File: src/rtl/range_match_pkg.sv
// Shared types and helpers for the pipelined range-match tree.
// RANGE_MATCH_TAG_EN adds a side-band tag field to the stage record.
package range_match_pkg;
   localparam int unsigned rm_data_width = 8;
   localparam int unsigned rm_levels     = 3;
`ifdef RANGE_MATCH_TAG_EN
   localparam int unsigned rm_tag_width  = 8;
`endif
   localparam int unsigned m             = (1 << rm_levels) - 1;

   typedef logic [rm_data_width-1:0] key_t;
   typedef logic [rm_levels-1:0]     prefix_t;
`ifdef RANGE_MATCH_TAG_EN
   typedef logic [rm_tag_width-1:0]  tag_t;
`endif

   typedef struct packed {
      logic    valid;
      key_t    key;
      prefix_t prefix;
`ifdef RANGE_MATCH_TAG_EN
      tag_t    tag;
`endif
   } stage_rec_t;

   // Boundary probed at depth k: midpoint of the subtree selected by prefix p.
   function automatic int unsigned node_idx(input int unsigned k, input int unsigned p,
                                            input int unsigned lv);
      return (((p << 1) | 1) << (lv - 1 - k)) - 1;
   endfunction
endpackage

File: src/rtl/range_match_stage.sv
// One registered compare level of the range-match tree; appends one prefix bit per key.
module range_match_stage
   import range_match_pkg::*;
#(
   parameter int unsigned k = 0
) (
   input  logic       clk,
   input  logic       reset_n,
   input  logic       stall,
   input  key_t       bnd [m],
   input  stage_rec_t rec_in,
   output stage_rec_t rec_out
);
   prefix_t    idx;
   logic       ge;
   stage_rec_t rec_d;

   // Prefix bits above k are still zero here, so the full prefix value is the subtree id.
   always_comb begin
      idx          = prefix_t'(node_idx(k, 32'(rec_in.prefix), rm_levels));
      ge           = rec_in.key >= bnd[idx];
      rec_d        = rec_in;
      rec_d.prefix = prefix_t'({rec_in.prefix, ge});
   end

   always_ff @(posedge clk or negedge reset_n) begin
      if (!reset_n) begin
         rec_out <= '0;
      end else if (!stall) begin
         rec_out <= rec_d;
      end
   end
endmodule

File: src/rtl/range_match_pipe.sv
// Pipelined range-match tree: one registered compare per level, in-band boundary rewrite.
// Define RANGE_MATCH_TAG_EN to carry a side-band tag alongside each key.
module range_match_pipe
   import range_match_pkg::*;
#(
   parameter int unsigned data_width = rm_data_width,
   parameter int unsigned levels     = rm_levels
`ifdef RANGE_MATCH_TAG_EN
   ,
   parameter int unsigned tag_width  = rm_tag_width
`endif
) (
   input  logic                  clk,
   input  logic                  reset_n,
   input  logic                  in_valid,
   output logic                  in_ready,
   input  logic [data_width-1:0] in_key,
`ifdef RANGE_MATCH_TAG_EN
   input  logic [tag_width-1:0]  in_tag,
`endif
   output logic                  out_valid,
   input  logic                  out_ready,
   output logic [levels-1:0]     range_id,
`ifdef RANGE_MATCH_TAG_EN
   output logic [tag_width-1:0]  out_tag,
`endif
   input  logic                  cfg_we,
   input  logic [levels-1:0]     cfg_addr,
   input  logic [data_width-1:0] cfg_data,
   output logic                  cfg_ready
);
   key_t       bnd [m];
   stage_rec_t head;
   stage_rec_t chain [levels];
   logic       stall;
   logic       busy;

   assign stall     = out_valid & ~out_ready;
   assign in_ready  = ~stall & ~cfg_we;
   assign cfg_ready = ~busy;
   assign out_valid = chain[levels-1].valid;
   assign range_id  = chain[levels-1].prefix;
`ifdef RANGE_MATCH_TAG_EN
   assign out_tag   = chain[levels-1].tag;
`endif

   // Any key in flight, including the presented result, holds off table writes.
   always_comb begin
      busy = 1'b0;
      for (int i = 0; i < int'(levels); i++) begin
         busy = busy | chain[i].valid;
      end
   end

   always_comb begin
      head       = '0;
      head.valid = in_valid & in_ready;
      head.key   = key_t'(in_key);
`ifdef RANGE_MATCH_TAG_EN
      head.tag   = in_tag;
`endif
   end

   // Boundary table; address m is acknowledged but dropped.
   always_ff @(posedge clk or negedge reset_n) begin
      if (!reset_n) begin
         for (int i = 0; i < int'(m); i++) begin
            bnd[i] <= '1;
         end
      end else if (cfg_we && cfg_ready && (32'(cfg_addr) < m)) begin
         bnd[cfg_addr] <= key_t'(cfg_data);
      end
   end

   for (genvar g = 0; g < int'(levels); g++) begin : g_stage
      if (g == 0) begin : g_first
         range_match_stage #(.k(0)) u_stage (
            .clk     (clk),
            .reset_n (reset_n),
            .stall   (stall),
            .bnd     (bnd),
            .rec_in  (head),
            .rec_out (chain[0])
         );
      end else begin : g_rest
         range_match_stage #(.k(g)) u_stage (
            .clk     (clk),
            .reset_n (reset_n),
            .stall   (stall),
            .bnd     (bnd),
            .rec_in  (chain[g-1]),
            .rec_out (chain[g])
         );
      end
   end
endmodule

File: config.mk
export PLATFORM = sky130hd
export DESIGN_NAME = range_match_pipe
export DESIGN_NICKNAME = d
export VERILOG_FILES = /design/src/rtl/range_match_pkg.sv /design/src/rtl/range_match_stage.sv /design/src/rtl/range_match_pipe.sv
export SDC_FILE = /design/constraint.sdc
export NUM_CORES = 1
export LEC_CHECK = 0
export ABC_AREA = 0
export BUFFER_PORTS_ARGS = -buffer_cell sky130_fd_sc_hd__buf_2
export CAP_MARGIN = 30
export CORE_MARGIN = 3
export CORE_UTILIZATION = 55
export DETAILED_ROUTE_END_ITERATION = 16
export PLACE_DENSITY = 0.76
export SYNTH_ARGS = -nofsm -noshare
export SYNTH_HDL_FRONTEND = slang
export SYNTH_HIERARCHICAL = 1
export SYNTH_SLANG_ARGS = --single-unit
File: constraint.sdc
create_clock -name clk -period 2 [get_ports clk]
set_input_delay 0.2 -clock clk [delete_from_list [all_inputs] [get_ports clk]]
set_output_delay 0.2 -clock clk [all_outputs]
set_load 0.01 [all_outputs]
==> reports/results.tsv, run 1 <==
metric	value	unit
grt_pass1_vias	2501	
finalSetupViolations	1	
htree_levels	3	
leakage	1.99	nW
cts_made_buffers	9	
switching_share	0.308	
cts_tree	done	
clkLatencyLatePin	0.36	ns
arrival	2.33	ns
min_to	g_stage[0].g_first.u_stage/rec_out[4]$_DFFE_PN0N_	
design_area	0.00472	mm^2
nets	376	
criticalPathCategory	reg2reg	
firstDrtPassIters	4	
power_frac_clock	0.184	
io_buffers	29	
crit_family	multiplexers	
hold_viol_final	0	
coreArea	0.00694	mm^2
p_seq_frac	0.438	
r2r_slack	-0.07	ns
start_util	0.578	
area_growth_syn_to_layout	17.7	%
grt_pass1_wl	13000	um
netlist_area	0.00401	mm^2
avgRoutedWirePerCell	18.4	um
drv_slew	0	
ios	30	
post-route-min-period	2.07	ns
vias	2360	
layoutNonFillerInstCount	429	
violations	setup timing	
place_congestion	0.766	
cp_cell_sequence	mux4_2 > ha_1 > nand2b_4 > a2111oi_4 > or3_1 > a221oi_2	
antenna_found_initial	0	
cp_num_buf_inv	0	
max_stage_delay	0.51	ns
power	6.58	mW
drt_iter0_markers	90	
wirelength	7880	um
internal_power	4.55	mW
dp.cells	407	
vias_per_cell	5.50	
clock-root-buffer	clkbuf_8	
path_clk_slew	0.09	ns
cp_max_fo	4	
skew	0.0164	ns
maxCapViolCount	0	
yosysWarnings	6	
fin_ws	-0.0707	ns
grt_overflow	0	
drc	0	
min_path_type	in2reg	
worstPathRequired	2.26	ns
post-route-period-util	1.04	
start_kind	flop	
clockBufferDepth	2	
max_freq	483	MHz
die_w	91.4	um
diodes	0	
die_area	0.00835	mm^2
grt_max_degree	47	
synth.net_count	326	
peakVddDrop	0.801	mV
r2r_end	g_stage[2].g_rest.u_stage/rec_out[0]$_DFFE_PN0N_	
critPathSlowestCell	mux4_2	
placed_cell_area	0.00439	mm^2
power_density	1390	mW/mm^2
antenna_left	0	
cp-end-kind	flop	
outcome	finished with violations	
r2r_start	g_stage[1].g_rest.u_stage/rec_out[0]$_DFFE_PN0N_	
hp-start	in_key[1]	
worst-slew-pin-transition	0.560	ns
power_frac_comb	0.377	
timing.slew.headroom	0.626	
p_sw	2.03	mW
fillCellCount	490	
grt_use_total	0.203	
drive_above_1_share	0.670	
r2r_cells	6	
cts_num_sinks	81	
dp_hpwl	5560	um
num_rows	30	
syn_avg_cell_area	14.4	um^2
die_h	91.4	um
rsz0062_at_grt	yes	
synthCells	278	
holdPathStages	2	
## stage by stage
stage	TNS, ns	hold WS, ns	util	setup WS [ns]
3_3_place_gp	-0.0800	0.174	0.633	-0.0800
4_1_cts	-0.0406	0.0822	0.673	-0.0406
5_1_grt	-0.180	0.0968	0.680	-0.153
3_5_place_dp	-0.195	0.182	0.633	-0.195
2_1_floorplan	0	-0.0956	-	0.00358
6_report	-0.0707	0.0916	0.680	-0.0707
## layout make-up
type | count | area (um^2) | area share
clock buffer | 9 | 124 | 0.0262
multi-input combinational | 168 | 1860 | 0.395
inverter | 21 | 78.8 | 0.0167
timing repair buffer | 47 | 359 | 0.0760
clock inverter | 7 | 77.6 | 0.0164
sequential | 81 | 2100 | 0.444
tap | 96 | 120 | 0.0254
## layer usage
layer / up-vias / routed length (um) / track usage
met4: 0 / 115 / 0.0817
met3: 12 / 251 / 0.0298
met5: - / 0 / 0
met2: 45 / 3890 / 0.320
met1: 1193 / 3630 / 0.284
li1: 1110 / - / -
## state kept, by name, summed over array words and instances, names as in the netlist
| name | count |
|---|---|
| bnd | 56 |
| g_stage.g_first.u_stage/rec_out | 10 |
| g_stage.g_rest.u_stage/rec_out | 15 |
## worst reg2reg max path, delay by kind of cell, from the launching register on
| kind | cells | cell delay, ns |
|---|---|---|
| multiplexers | 1 | 0.51 |
| AND/OR/NAND/NOR | 2 | 0.46 |
| flip-flops | 1 | 0.43 |
| AO/OA/AOI/OAI | 2 | 0.31 |
| adder cells (fa/ha/maj) | 1 | 0.29 |
## layout by cell type (no fill, tap or decap), types with 4 or more instances in the layout
cell and n:
mux2_2 73, mux4_2 8, o21ai_0 5, nand3_1 5
ha_1 21, mux2i_1 7, buf_12 5, inv_1 19
nand2_1 5, clkbuf_8 9, nor3_1 4, dfstp_2 56
dfrtp_1 24, buf_4 10, clkinvlp_4 4, buf_2 28
## power by group through the flow
stage	sequential (mW)	clock, mW	combinational, mW
floorplan	2.76	0	1.68
global placement	2.89	0	2.07
detailed placement	2.91	0	2.17
CTS	2.88	1.24	2.36
global route	2.96	1.31	2.76
finish	2.88	1.21	2.48
## worst max-delay path by stage
| stage | from | to | slack [ns] | cells past startpoint |
|---|---|---|---|---|
| global route | g_stage[1].g_rest.u_stage/rec_out[0]$_DFFE_PN0N_ | g_stage[2].g_rest.u_stage/rec_out[0]$_DFFE_PN0N_ | -0.15 | 6 |
| detailed placement | g_stage[1].g_rest.u_stage/rec_out[0]$_DFFE_PN0N_ | g_stage[2].g_rest.u_stage/rec_out[0]$_DFFE_PN0N_ | -0.20 | 8 |
| CTS | g_stage[1].g_rest.u_stage/rec_out[0]$_DFFE_PN0N_ | g_stage[2].g_rest.u_stage/rec_out[0]$_DFFE_PN0N_ | -0.04 | 6 |
| finish | g_stage[1].g_rest.u_stage/rec_out[0]$_DFFE_PN0N_ | g_stage[2].g_rest.u_stage/rec_out[0]$_DFFE_PN0N_ | -0.07 | 6 |
| floorplan | g_stage[1].g_rest.u_stage/rec_out[0]$_DFFE_PN0N_ | g_stage[2].g_rest.u_stage/rec_out[0]$_DFFE_PN0N_ | 0.004 | 7 |
| global placement | g_stage[1].g_rest.u_stage/rec_out[0]$_DFFE_PN0N_ | g_stage[2].g_rest.u_stage/rec_out[0]$_DFFE_PN0N_ | -0.08 | 8 |
## what timing repair did
item | 4_1_cts | 5_1_grt
endpoints found under the hold margin | 6 | 0
buffers inserted | 2 | 3
pin swaps | 2 | 2
setup endpoints to repair | 1 | 2
hold buffers | 1 | 0
gates resized for setup | 12 | 5
No activity file was read; power rests on OpenSTA's default activity.
==> inputs of run 2 (changes only) <==
--- a/config.mk
+++ b/config.mk
@@ -11,7 +11,7 @@
 export CORE_MARGIN = 3
 export CORE_UTILIZATION = 55
 export DETAILED_ROUTE_END_ITERATION = 16
-export PLACE_DENSITY = 0.76
+export PLACE_DENSITY = 0.84
 export SYNTH_ARGS = -nofsm -noshare
 export SYNTH_HDL_FRONTEND = slang
 export SYNTH_HIERARCHICAL = 1
==> reports/results.tsv, run 2 (synthesis results as in run 1) <==
metric	value	unit
final_common_cell	mux2_2	
fin_ws	-0.0487	ns
cp_num_buf_inv	2	
diodes	0	
dp_slack	-0.113	ns
num_rows	30	
grt_pass1_vias	2507	
vias_per_cell	5.65	
cts_made_buffers	9	
start_util	0.578	
clockBufferDepth	2	
timing.slew.headroom	0.679	
dp_hpwl	5730	um
area_growth_syn_to_layout	16.4	%
ios	30	
coreArea	0.00694	mm^2
power_density	1380	mW/mm^2
regMostFlops	bnd	
finalSetupViolations	1	
drt_iter0_markers	140	
path_clk_slew	0.09	ns
cp_cell_sequence	buf_12 > mux4_2 > inv_1 > ha_4 > nor3_1 > or3_1 > a221oi_2	
crit_family	multiplexers	
grt_use_total	0.199	
grt_overflow	0	
design_area	0.00467	mm^2
cp_max_fo	4	
worst-slew-pin-transition	0.480	ns
avgRoutedWirePerCell	18.2	um
die_area	0.00835	mm^2
r2r_cells	7	
final_cell_mix	mux2_2 (74), dfstp_2 (56), buf_2 (28)	
leakage	1.98	nW
max_stage_delay	0.49	ns
drive_above_1_share	0.671	
crit_end	g_stage[2].g_rest.u_stage/rec_out[0]$_DFFE_PN0N_	
maxCapViolCount	0	
post_cts_buffers	0	
place_congestion	0.838	
layoutNonFillerInstCount	427	
max_freq	488	MHz
arrival	2.32	ns
drv_slew	0	
io_buffers	29	
clock-root-buffer	clkbuf_8	
antenna_found_initial	0	
r2r_slack	-0.05	ns
largest_reg_flops	56	
start_kind	flop	
grt_pass1_wl	12700	um
placed_cell_area	0.00442	mm^2
firstDrtPassIters	4	
violations	setup timing	
cp-startpoint	g_stage[1].g_rest.u_stage/rec_out[0]$_DFFE_PN0N_	
cp-end-kind	flop	
htree_levels	3	
peakVddDrop	0.767	mV
grt_max_degree	47	
largestRegisters	bnd: 56 flops, g_stage.g_rest.u_stage/rec_out: 15 flops, g_stage.g_first.u_stage/rec_out: 10 flops	
criticalPathCategory	reg2reg	
worstPathRequired	2.27	ns
cts_tree	done	
wirelength	7790	um
post-route-period-util	1.02	
outcome	finished with violations	
cts_num_sinks	81	
vias	2414	
die_w	91.4	um
clkLatencyLatePin	0.35	ns
die_h	91.4	um
skew	0.00960	ns
hold_viol_final	0	
drc	0	
r2r_start	g_stage[1].g_rest.u_stage/rec_out[0]$_DFFE_PN0N_	
rsz0062_at_grt	yes	
nets	374	
min_path_type	in2reg	
dp.cells	410	
r2r_end	g_stage[2].g_rest.u_stage/rec_out[0]$_DFFE_PN0N_	
cp.depth	7	
critPathSlowestCell	mux4_2	
post-route-min-period	2.05	ns
antenna_left	0	
power	6.44	mW
==> run 2: cell type report <==
class	instances	area, um^2
timing repair buffer	45	340
tap	96	120
clock inverter	7	55.1
clock buffer	9	124
fill	487	2270
multi-input combinational	168	1850
inverter	21	78.8
sequential	81	2100
==> run 2: worst min path at each step <==
stage                    from                                                 to  slack [ns]  cells past startpoint
floorplan             reset_n  g_stage[0].g_first.u_stage/rec_out[0]$_DFFE_PN0N_        -0.1                      0
global placement      reset_n  g_stage[2].g_rest.u_stage/rec_out[11]$_DFFE_PN0N_        0.18                      1
detailed placement    reset_n  g_stage[2].g_rest.u_stage/rec_out[11]$_DFFE_PN0N_        0.18                      1
CTS                 in_key[1]  g_stage[0].g_first.u_stage/rec_out[4]$_DFFE_PN0N_        0.08                      2
global route        in_key[6]  g_stage[0].g_first.u_stage/rec_out[9]$_DFFE_PN0N_        0.09                      2
finish              in_key[6]  g_stage[0].g_first.u_stage/rec_out[9]$_DFFE_PN0N_         0.1                      2
==> run 2: what timing repair did <==
item | in CTS | in global routing
pin swaps | 1 | 0
endpoints found under the hold margin | 17 | 0
endpoints found under the setup margin | 1 | 2
hold buffers | 1 | 0
gates resized for setup | 10 | 6
==> run 2: where the power goes <==
part | leakage (nW) | internal (mW) | switching, mW
Clock | 0.0915 | 0.463 | 0.618
Sequential | 0.883 | 2.53 | 0.361
Combinational | 1.01 | 1.41 | 1.06
Total | 1.98 | 4.40 | 2.04
==> run 2: metrics by stage <==
| stage | hold WS, ns | TNS (ns) | utilization |
|---|---|---|---|
| final | 0.0963 | -0.0487 | 0.673 |
| after detailed placement | 0.185 | -0.113 | 0.636 |
| after CTS | 0.0785 | -0.0427 | 0.668 |
| after global routing | 0.0921 | -0.182 | 0.673 |
| after floorplan | -0.0956 | 0 | - |
| after global placement | 0.180 | -0.0430 | 0.636 |
==> run 2: routing by layer <==
metal  part of all wire  routed length [um]  GRT usage  vias up
met5                  0                   0          0        -
met4              0.028                 219     0.0955        0
met3              0.034                 266     0.0398       17
met2               0.49                3780      0.322       50
met1               0.45                3520      0.257     1235
li1                   -                   -          -     1112
==> inputs of run 3 (changes only) <==
--- a/config.mk
+++ b/config.mk
@@ -11,6 +11,7 @@
 export CORE_MARGIN = 3
 export CORE_UTILIZATION = 55
 export DETAILED_ROUTE_END_ITERATION = 16
+export GPL_TIMING_DRIVEN = 0
 export PLACE_DENSITY = 0.84
 export SYNTH_ARGS = -nofsm -noshare
 export SYNTH_HDL_FRONTEND = slang
==> reports/results.tsv, run 3 (synthesis results as in run 1) <==
metric	value	unit
post-route-period-util	1.08	
drt_iter0_markers	90	
drc	0	
internal_power	4.65	mW
htree_levels	3	
wirelength	7680	um
place_congestion	0.771	
area_growth_syn_to_layout	17.0	%
skew	0.0119	ns
min_path_type	in2reg	
clock-root-buffer	clkbuf_8	
critPathSlowestCell	mux4_2	
multiInputGateArea	0.00186	mm^2
antenna_left	0	
arrival	2.42	ns
start_util	0.578	
criticalPathCategory	reg2reg	
grt_pass1_vias	2519	
path_clk_slew	0.09	ns
die_w	91.4	um
dp.cells	404	
fin_ws	-0.170	ns
worst-slew-pin-transition	0.648	ns
final_util	0.676	
largestRegisters	bnd: 56 flops, g_stage.g_rest.u_stage/rec_out: 15 flops, g_stage.g_first.u_stage/rec_out: 10 flops	
grt_overflow	0	
drive_above_1_share	0.660	
power_frac_clock	0.202	
dp_hpwl	5360	um
clkLatencyLatePin	0.34	ns
ios	30	
whs	0.0988	ns
max_stage_delay	0.53	ns
max_freq	461	MHz
clockBufferDepth	2	
cp_max_fo	5	
fillCellCount	496	
peakVddDrop	0.648	mV
diodes	0	
regMostFlops	bnd	
timing.slew.headroom	0.566	
cts_tree	done	
grt_use_total	0.195	
vias_per_cell	5.59	
hold_viol_final	0	
regArea	0.00210	mm^2
die_area	0.00835	mm^2
maxCapViolCount	0	
violations	setup timing	
vias	2391	
post-route-min-period	2.17	ns
p_sw	1.95	mW
final_common_cell	mux2_2	
largest_reg_flops	56	
cts_made_buffers	9	
cp-end-kind	flop	
cp_cell_sequence	buf_8 > mux4_2 > ha_4 > nand2b_4 > a2111oi_2 > or3_4 > a221oi_2	
worstPathRequired	2.25	ns
rsz0062_at_grt	yes	
io_buffers	29	
finalSetupViolations	1	
num_rows	30	
cts_num_sinks	81	
power_frac_comb	0.371	
antenna_found_initial	0	
coreArea	0.00694	mm^2
p_seq_frac	0.428	
leakage	2.01	nW
grt_max_degree	56	
grt_pass1_wl	12700	um
firstDrtPassIters	4	
drv_slew	0	
nets	375	
hp-start	in_key[1]	
outcome	finished with violations	
start_kind	flop	
switching_share	0.296	
cp-startpoint	g_stage[1].g_rest.u_stage/rec_out[0]$_DFFE_PN0N_	
power_density	1410	mW/mm^2
layoutNonFillerInstCount	428	
die_h	91.4	um
avgRoutedWirePerCell	18.0	um
final_cell_mix	mux2_2 (74), dfstp_2 (56), buf_2 (32)	
r2r_start	g_stage[1].g_rest.u_stage/rec_out[0]$_DFFE_PN0N_	
-- run 3: cell types whose count changed in the layout (fill, tap and decap cells not counted), moves of 2 or more --
cell       change
buf_12         -4
buf_2          +4
buf_4          -2
bufinv_16      +2
clkbuf_2       +2
inv_1          +2
inv_2          -2
nor2_2         -3
nor2_4         +3
-- run 3: worst paths after layout --
check | end | slack [ns] | cells past startpoint
worst max-delay path | g_stage[2].g_rest.u_stage/rec_out[0]$_DFFE_PN0N_ | -0.17 | 7
worst min-delay path | g_stage[0].g_first.u_stage/rec_out[4]$_DFFE_PN0N_ | 0.1 | 2
worst max register to register | g_stage[2].g_rest.u_stage/rec_out[0]$_DFFE_PN0N_ | -0.17 | 7
worst min register to register | g_stage[1].g_rest.u_stage/rec_out[7]$_DFFE_PN0N_ | 0.51 | 1
max in group asynchronous | bnd[51]$_DFFE_PN1P_ | 1.03 | 3
min in group asynchronous | g_stage[2].g_rest.u_stage/rec_out[11]$_DFFE_PN0N_ | 0.32 | 2
-- run 3: cell type report --
class / instances / area share
clock buffers: 10 / 0.0293
clock inverters: 6 / 0.0195
flip-flops and latches: 81 / 0.447
repair buffers: 38 / 0.0533
inverters: 21 / 0.0168
multi-input cells: 168 / 0.397
plain buffers: 8 / 0.0120
well taps: 96 / 0.0256
-- run 3: per-stage QoR --
step                      power, mW  instance area (um^2)  worst slack [ns]  setup TNS [ns]
final                          6.60                  4690            -0.170          -0.170
after global placement         4.87                  4280            -0.260           -1.62
after detailed placement       5.02                  4310            -0.302           -2.57
after floorplan                4.45                  4020           0.00358               0
after CTS                      6.48                  4640            -0.168          -0.168
after global routing           7.03                  4690            -0.265          -0.265
-- run 3: power groups by stage --
stage | logic, mW | clock network (mW) | registers (mW)
after CTS | 2.30 | 1.36 | 2.82
after global placement | 2.07 | 0 | 2.80
after floorplan | 1.68 | 0 | 2.76
after global routing | 2.70 | 1.43 | 2.90
after detailed placement | 2.17 | 0 | 2.84
final | 2.45 | 1.33 | 2.82
-- run 3: worst max-delay path, delay by kind of cell (launching register included) --
kind            cells  cell delay (ns)
simple gates        2             0.49
buf+inv             1             0.13
mux                 1             0.53
compound gates      2             0.28
flops               1             0.38
fa+ha+maj           1             0.28
-- run 3: per-layer routing --
metal	vias up	global-route usage	wire, um
li1	1106	-	-
met1	1234	0.269	3560
met2	46	0.319	3810
met3	5	0.0431	278
met4	0	0.0415	37
met5	-	0	0
-- run 3: repair_timing --
item | CTS | global route
gates resized for setup | 8 | 8
setup endpoints to repair | 48 | 5
hold buffers | 1 | 0
pin swaps | 3 | 3
endpoints found under the hold margin | 14 | 0
setup buffers | 6 | 1
